--- src/rtl/operand_accum_32.sv ---
// Burst accumulator behind the 32-bit 4:1 operand mux: adds/subtracts len operands and reports sum, carry and sticky overflow.
// Optional build macro OPERAND_ACCUM_SATURATE_EN clamps the running sum on signed overflow instead of wrapping.
module operand_accum_32 #(
  parameter int WIDTH   = 32,
  parameter int COUNT_W = 4
) (
  input  logic               clk,
  input  logic               rst_n,
  input  logic               i_start,
  input  logic [COUNT_W-1:0] i_len,
  input  logic               i_sub,
  input  logic               i_in_valid,
  output logic               o_in_ready,
  input  logic [WIDTH-1:0]   i_in_data,
  output logic               o_out_valid,
  input  logic               i_out_ready,
  output logic [WIDTH-1:0]   o_sum,
  output logic               o_carry,
  output logic               o_overflow,
  output logic               o_busy
);

  typedef enum logic [1:0] {
    ST_IDLE  = 2'd0,
    ST_ACCUM = 2'd1,
    ST_DONE  = 2'd2
  } state_t;

  localparam logic [COUNT_W-1:0] COUNT_ONE = {{(COUNT_W-1){1'b0}}, 1'b1};
  localparam logic [COUNT_W-1:0] COUNT_ZERO = {COUNT_W{1'b0}};

  state_t               r_state;
  state_t               w_next_state;
  logic [WIDTH-1:0]     r_acc;
  logic [COUNT_W-1:0]   r_count;
  logic                 r_carry;
  logic                 r_overflow;
  logic                 r_in_ready;
  logic                 r_out_valid;
  logic                 r_busy;

  logic                 w_beat;
  logic                 w_start_ok;
  logic [WIDTH-1:0]     w_operand;
  logic [WIDTH:0]       w_raw;
  logic                 w_ovf_beat;
  logic [WIDTH-1:0]     w_acc_next;

  assign w_start_ok = (r_state == ST_IDLE) && i_start;
  assign w_beat     = (r_state == ST_ACCUM) && r_in_ready && i_in_valid;

  // Subtraction is acc + ~in_data + 1; the carry-in supplies the +1.
  assign w_operand  = i_sub ? ~i_in_data : i_in_data;
  assign w_raw      = {1'b0, r_acc} + {1'b0, w_operand} + {{WIDTH{1'b0}}, i_sub};
  assign w_ovf_beat = (r_acc[WIDTH-1] == w_operand[WIDTH-1]) &&
                      (w_raw[WIDTH-1] != r_acc[WIDTH-1]);

  // Next accumulator value: wrap by default, clamp when saturation is built in.
  always_comb begin
    w_acc_next = w_raw[WIDTH-1:0];
`ifdef OPERAND_ACCUM_SATURATE_EN
    if (w_ovf_beat) begin
      w_acc_next = r_acc[WIDTH-1] ? {1'b1, {(WIDTH-1){1'b0}}} : {1'b0, {(WIDTH-1){1'b1}}};
    end else begin
      w_acc_next = w_raw[WIDTH-1:0];
    end
`endif
  end

  // Next-state decode.
  always_comb begin
    w_next_state = r_state;
    case (r_state)
      ST_IDLE: begin
        if (i_start) begin
          w_next_state = (i_len != COUNT_ZERO) ? ST_ACCUM : ST_DONE;
        end else begin
          w_next_state = ST_IDLE;
        end
      end
      ST_ACCUM: begin
        if (w_beat && (r_count == COUNT_ONE)) begin
          w_next_state = ST_DONE;
        end else begin
          w_next_state = ST_ACCUM;
        end
      end
      ST_DONE: begin
        if (r_out_valid && i_out_ready) begin
          w_next_state = ST_IDLE;
        end else begin
          w_next_state = ST_DONE;
        end
      end
      default: w_next_state = ST_IDLE;
    endcase
  end

  // State register.
  always_ff @(posedge clk or negedge rst_n) begin
    if (!rst_n) begin
      r_state <= ST_IDLE;
    end else begin
      r_state <= w_next_state;
    end
  end

  // Handshake and status flags are registered from the upcoming state.
  always_ff @(posedge clk or negedge rst_n) begin
    if (!rst_n) begin
      r_in_ready  <= 1'b0;
      r_out_valid <= 1'b0;
      r_busy      <= 1'b0;
    end else begin
      r_in_ready  <= (w_next_state == ST_ACCUM);
      r_out_valid <= (w_next_state == ST_DONE);
      r_busy      <= (w_next_state != ST_IDLE);
    end
  end

  // Accumulator, beat counter and result flags.
  always_ff @(posedge clk or negedge rst_n) begin
    if (!rst_n) begin
      r_acc      <= {WIDTH{1'b0}};
      r_count    <= COUNT_ZERO;
      r_carry    <= 1'b0;
      r_overflow <= 1'b0;
    end else if (w_start_ok) begin
      r_acc      <= {WIDTH{1'b0}};
      r_count    <= i_len;
      r_carry    <= 1'b0;
      r_overflow <= 1'b0;
    end else if (w_beat) begin
      r_acc      <= w_acc_next;
      r_count    <= r_count - COUNT_ONE;
      r_carry    <= w_raw[WIDTH];
      r_overflow <= r_overflow | w_ovf_beat;
    end else begin
      r_acc      <= r_acc;
      r_count    <= r_count;
      r_carry    <= r_carry;
      r_overflow <= r_overflow;
    end
  end

  assign o_in_ready  = r_in_ready;
  assign o_out_valid = r_out_valid;
  assign o_sum       = r_acc;
  assign o_carry     = r_carry;
  assign o_overflow  = r_overflow;
  assign o_busy      = r_busy;

endmodule

--- config.mk ---
export PLATFORM = sky130hd
export DESIGN_NAME = operand_accum_32
export DESIGN_NICKNAME = d
export VERILOG_FILES = /design/src/rtl/operand_accum_32.sv
export SDC_FILE = /design/constraint.sdc
export NUM_CORES = 1
export LEC_CHECK = 0
export ABC_AREA = 1
export BUFFER_PORTS_ARGS = -buffer_cell sky130_fd_sc_hd__buf_2
export CAP_MARGIN = 30
export CORE_MARGIN = 3
export CORE_UTILIZATION = 60
export DETAILED_ROUTE_END_ITERATION = 8
export GPL_ROUTABILITY_DRIVEN = 0
export HOLD_SLACK_MARGIN = 0.08
export PLACE_DENSITY_LB_ADDON = 0.15
export SYNTH_ARGS = -nofsm -noshare
export SYNTH_HDL_FRONTEND = slang
export SYNTH_SLANG_ARGS = --single-unit
--- constraint.sdc ---
create_clock -name clk -period 5.4 [get_ports clk]
set_input_delay 0.27 -clock clk [delete_from_list [all_inputs] [get_ports clk]]
set_output_delay 0.27 -clock clk [all_outputs]
set_load 0.05 [all_outputs]
==> impl_metrics.csv <==
group,metric,value,unit
grt,grt_overflow,0,
setup_path,cp_slowest_cell,"buf_2",
sta,min_period_over_period,0.477,
sta,finClkSkew,0.00775,ns
sta,setup_viol,0,
die,io_pins,79,
yosys,syn-num-nets,664,
grt,grt_pass1_wl,17.4,mm
job,cap_viol_max_count,0,
clocking,clock_tree.root_cell,"clkbuf_8",
final_layout,antenna_cells,0,
sta,tightestPinTransition,0.982,ns
yosys,synth_seq_area_share,0.266,
final_layout,utilization,0.720,
worst_hold_path,min_path_type,"in2reg",
clocking,htreeDepth,2,
pwr,leakagePower,2.45,nW
die,fp.coreArea,6420,µm²
sta,fin_tns_setup,0,ns
detailed_routing,via_per_inst,5.59,
detailed_routing,drtIter0Drc,348,
clocking,clk_pin_slew_worst_paths,0.09,ns
outcome,status,"finished, final reports clean",
detailed_routing,wl,10.6,mm
clocking,ctsHoldBuffers,1,
yosys,syn_area_per_cell,6.87,µm²
setup_path,crit_fanout,32,
sta,fmax,388,MHz
yosys,synth_most_common_cell,"nand2_1",
detailed_routing,drtAntennaViolNets,0,
setup_path,crit_path_start_kind,"input port",
final_layout,fillCellCount,540,
yosys,synth_top_cell_by_area,"dfrtp_1",
setup_path,path_cells,"buf_2 > xor2_1 > ha_1 > a21oi_1 > o21ai_0 > a21oi_1 > nor2_1 > nor2_1 > nand3b_1 > nand3_1 > nand2_1",
grt,gr-usage-all-layers,0.279,
clocking,clock_path_buffers,2,
placement,place_hpwl,8.36,mm
clocking,cts_tree,"done",
yosys,synth-edff-count,0,
clocking,clock_sinks,43,
yosys,synth_seq_cells,43,
yosys,synthTopCellsByCount,"nand2_1 (170), nor2_1 (63), inv_1 (47)",
clocking,cts_buffers,5,
sta,report.final.slew_viol_count,0,
yosys,ys_top_cells_by_area,"dfrtp_1 (27%), nand2_1 (16%), ha_1 (10%)",
die,die_h,88.1,µm
sta,finalHoldViolations,0,
placement,port_buffers,78,
yosys,yosys.area.top_type_share,0.266,
die,rows,29,
sta,fin_ws,2.82,ns
clocking,cts-resized-gates,0,
detailed_routing,post_drt_wl_per_cell,14.3,µm
yosys,ys.warnings.count,0,
grt,grt_max_degree,33,
detailed_routing,vias,4150,
setup_path,critical_path_buf_inv_count,1,
placement,post-place-ws,2.55,ns
die,die_width,88.1,µm
sta,rsz0062_at_grt,"no",
detailed_routing,first_pass_iters,5,
setup_path,critPathCaptureType,"register",
pwr,vdd_drop_max,0.428,mV
setup_path,slowest_delay,0.73,ns
sta,hold_slack,0.194,ns
setup_path,cp_top_family,"buffers and inverters",
yosys,synth.cell_area,4040,µm²
die,dieArea,7750,µm²
final_layout,synthToLayoutAreaGrowth,14.5,%
setup_path,r2r_slack,2.85,ns
clocking,insertion_delay,0.30,ns
sta,slew_headroom,0.345,
final_layout,drive_gt1_frac,0.195,
yosys,synth_flop_cell,"dfrtp_1",
yosys,yosysUniqueCellTypes,45,
die,initial_utilization,0.629,
setup_path,critPathKind,"in2reg",
yosys,synthArstFlopShare,1.00,
pwr,power.density,646,nW/µm²
grt,antenna_found_initial,0,
detailed_routing,drc_errors,0,
clocking,post_cts_buffers,0,
sta,final.min_clock_period,2.58,ns
final_layout,layout.nets,741,
setup_path,crit_required,5.59,ns
setup_path,cp.arrival,2.77,ns
grt,first_global_vias,3936,
yosys,syn-instance-count,588,
==> worst paths after layout <==
check	depth (start not counted)	from	to
worst max-delay path	11	i_sub	o_sum[29]
worst min-delay path	3	i_len[1]	r_count[1]
worst max register to register	9	r_state[0]	o_sum[0]
worst min register to register	2	o_carry	o_carry
max in group asynchronous	3	rst_n	o_sum[29]
min in group asynchronous	2	rst_n	o_sum[16]
==> routing by layer <==
metal | up-vias | wire length (µm) | track usage
met4 | 0 | 219 | 0.0838
met2 | 168 | 4890 | 0.473
met5 | - | 0 | 0
met1 | 1878 | 4750 | 0.360
li1 | 2080 | - | -
met3 | 24 | 780 | 0.0536
==> layout by cell type, fill, tap and decap left out, types with 2 or more instances in the layout <==
cell,synthesis,final
o21ai_0,29,29
bufinv_16,0,2
xnor2_1,4,4
o21a_1,2,2
o31ai_1,2,2
nor3_1,5,5
nand2_4,2,2
nor2_2,6,7
nor4_1,2,2
a21oi_2,5,5
xor2_1,31,31
ha_1,33,33
o211ai_1,2,2
a21o_1,5,5
nand2_1,170,170
a21oi_1,42,42
inv_1,47,47
clkbuf_8,1,5
nor2_1,63,62
nand2_2,17,17
nand3_1,27,27
nand4_1,2,2
o21bai_1,4,4
buf_2,6,78
nand3_2,3,3
dfrtp_1,43,43
nand3b_1,3,3
inv_2,3,3
o21ai_1,11,11
==> power by group <==
| group | switching (mW) | leakage (nW) | internal [mW] |
|---|---|---|---|
| Clock | 0.121 | 0.0654 | 0.185 |
| Sequential | 0.117 | 0.535 | 0.469 |
| Combinational | 1.48 | 1.85 | 0.619 |
| Total | 1.72 | 2.45 | 1.27 |
==> cell type report <==
| class | instances | area, µm² | share of cell area |
|---|---|---|---|
| clock buffer | 6 | 72.6 | 0.0157 |
| inverter | 50 | 188 | 0.0406 |
| timing repair buffer | 81 | 428 | 0.0925 |
| multi-input combinational | 484 | 2710 | 0.585 |
| sequential | 43 | 1080 | 0.233 |
| clock inverter | 2 | 60.1 | 0.0130 |
| tap | 77 | 96.3 | 0.0208 |
==> stage by stage <==
step / instance area [µm²] / instances / power, mW
6_report: 4630 / 743 / 2.99
2_1_floorplan: 4040 / 588 / 2.20
5_1_grt: 4630 / 743 / 3.23
4_1_cts: 4630 / 743 / 2.97
3_3_place_gp: 4460 / 733 / 2.61
3_5_place_dp: 4480 / 734 / 2.65
==> flip-flops by register name, summed over array words and instances (netlist names) <==
signal,count
o_busy,1
o_carry,1
o_in_ready,1
o_out_valid,1
o_overflow,1
o_sum,32
r_count,4
r_state,2
==> worst register-to-register path, stage by stage, from the launching register on <==
cell	delay, ns
dfrtp_1	0.38
inv_2	0.08
nor2_2	0.05
nand3_2	0.29
inv_2	0.28
nor2_2	0.68
buf_4	0.40
inv_1	0.11
a21oi_1	0.13
nor2_1	0.05
==> cell families after synthesis <==
logic type / Yosys count / synth area share
simple gates: 306 / 0.331
flops: 43 / 0.266
fa+ha+maj: 34 / 0.107
xor+xnor: 35 / 0.0759
buf+inv: 61 / 0.0647
compound gates: 109 / 0.155
No activity file was read; power rests on OpenSTA's default activity.
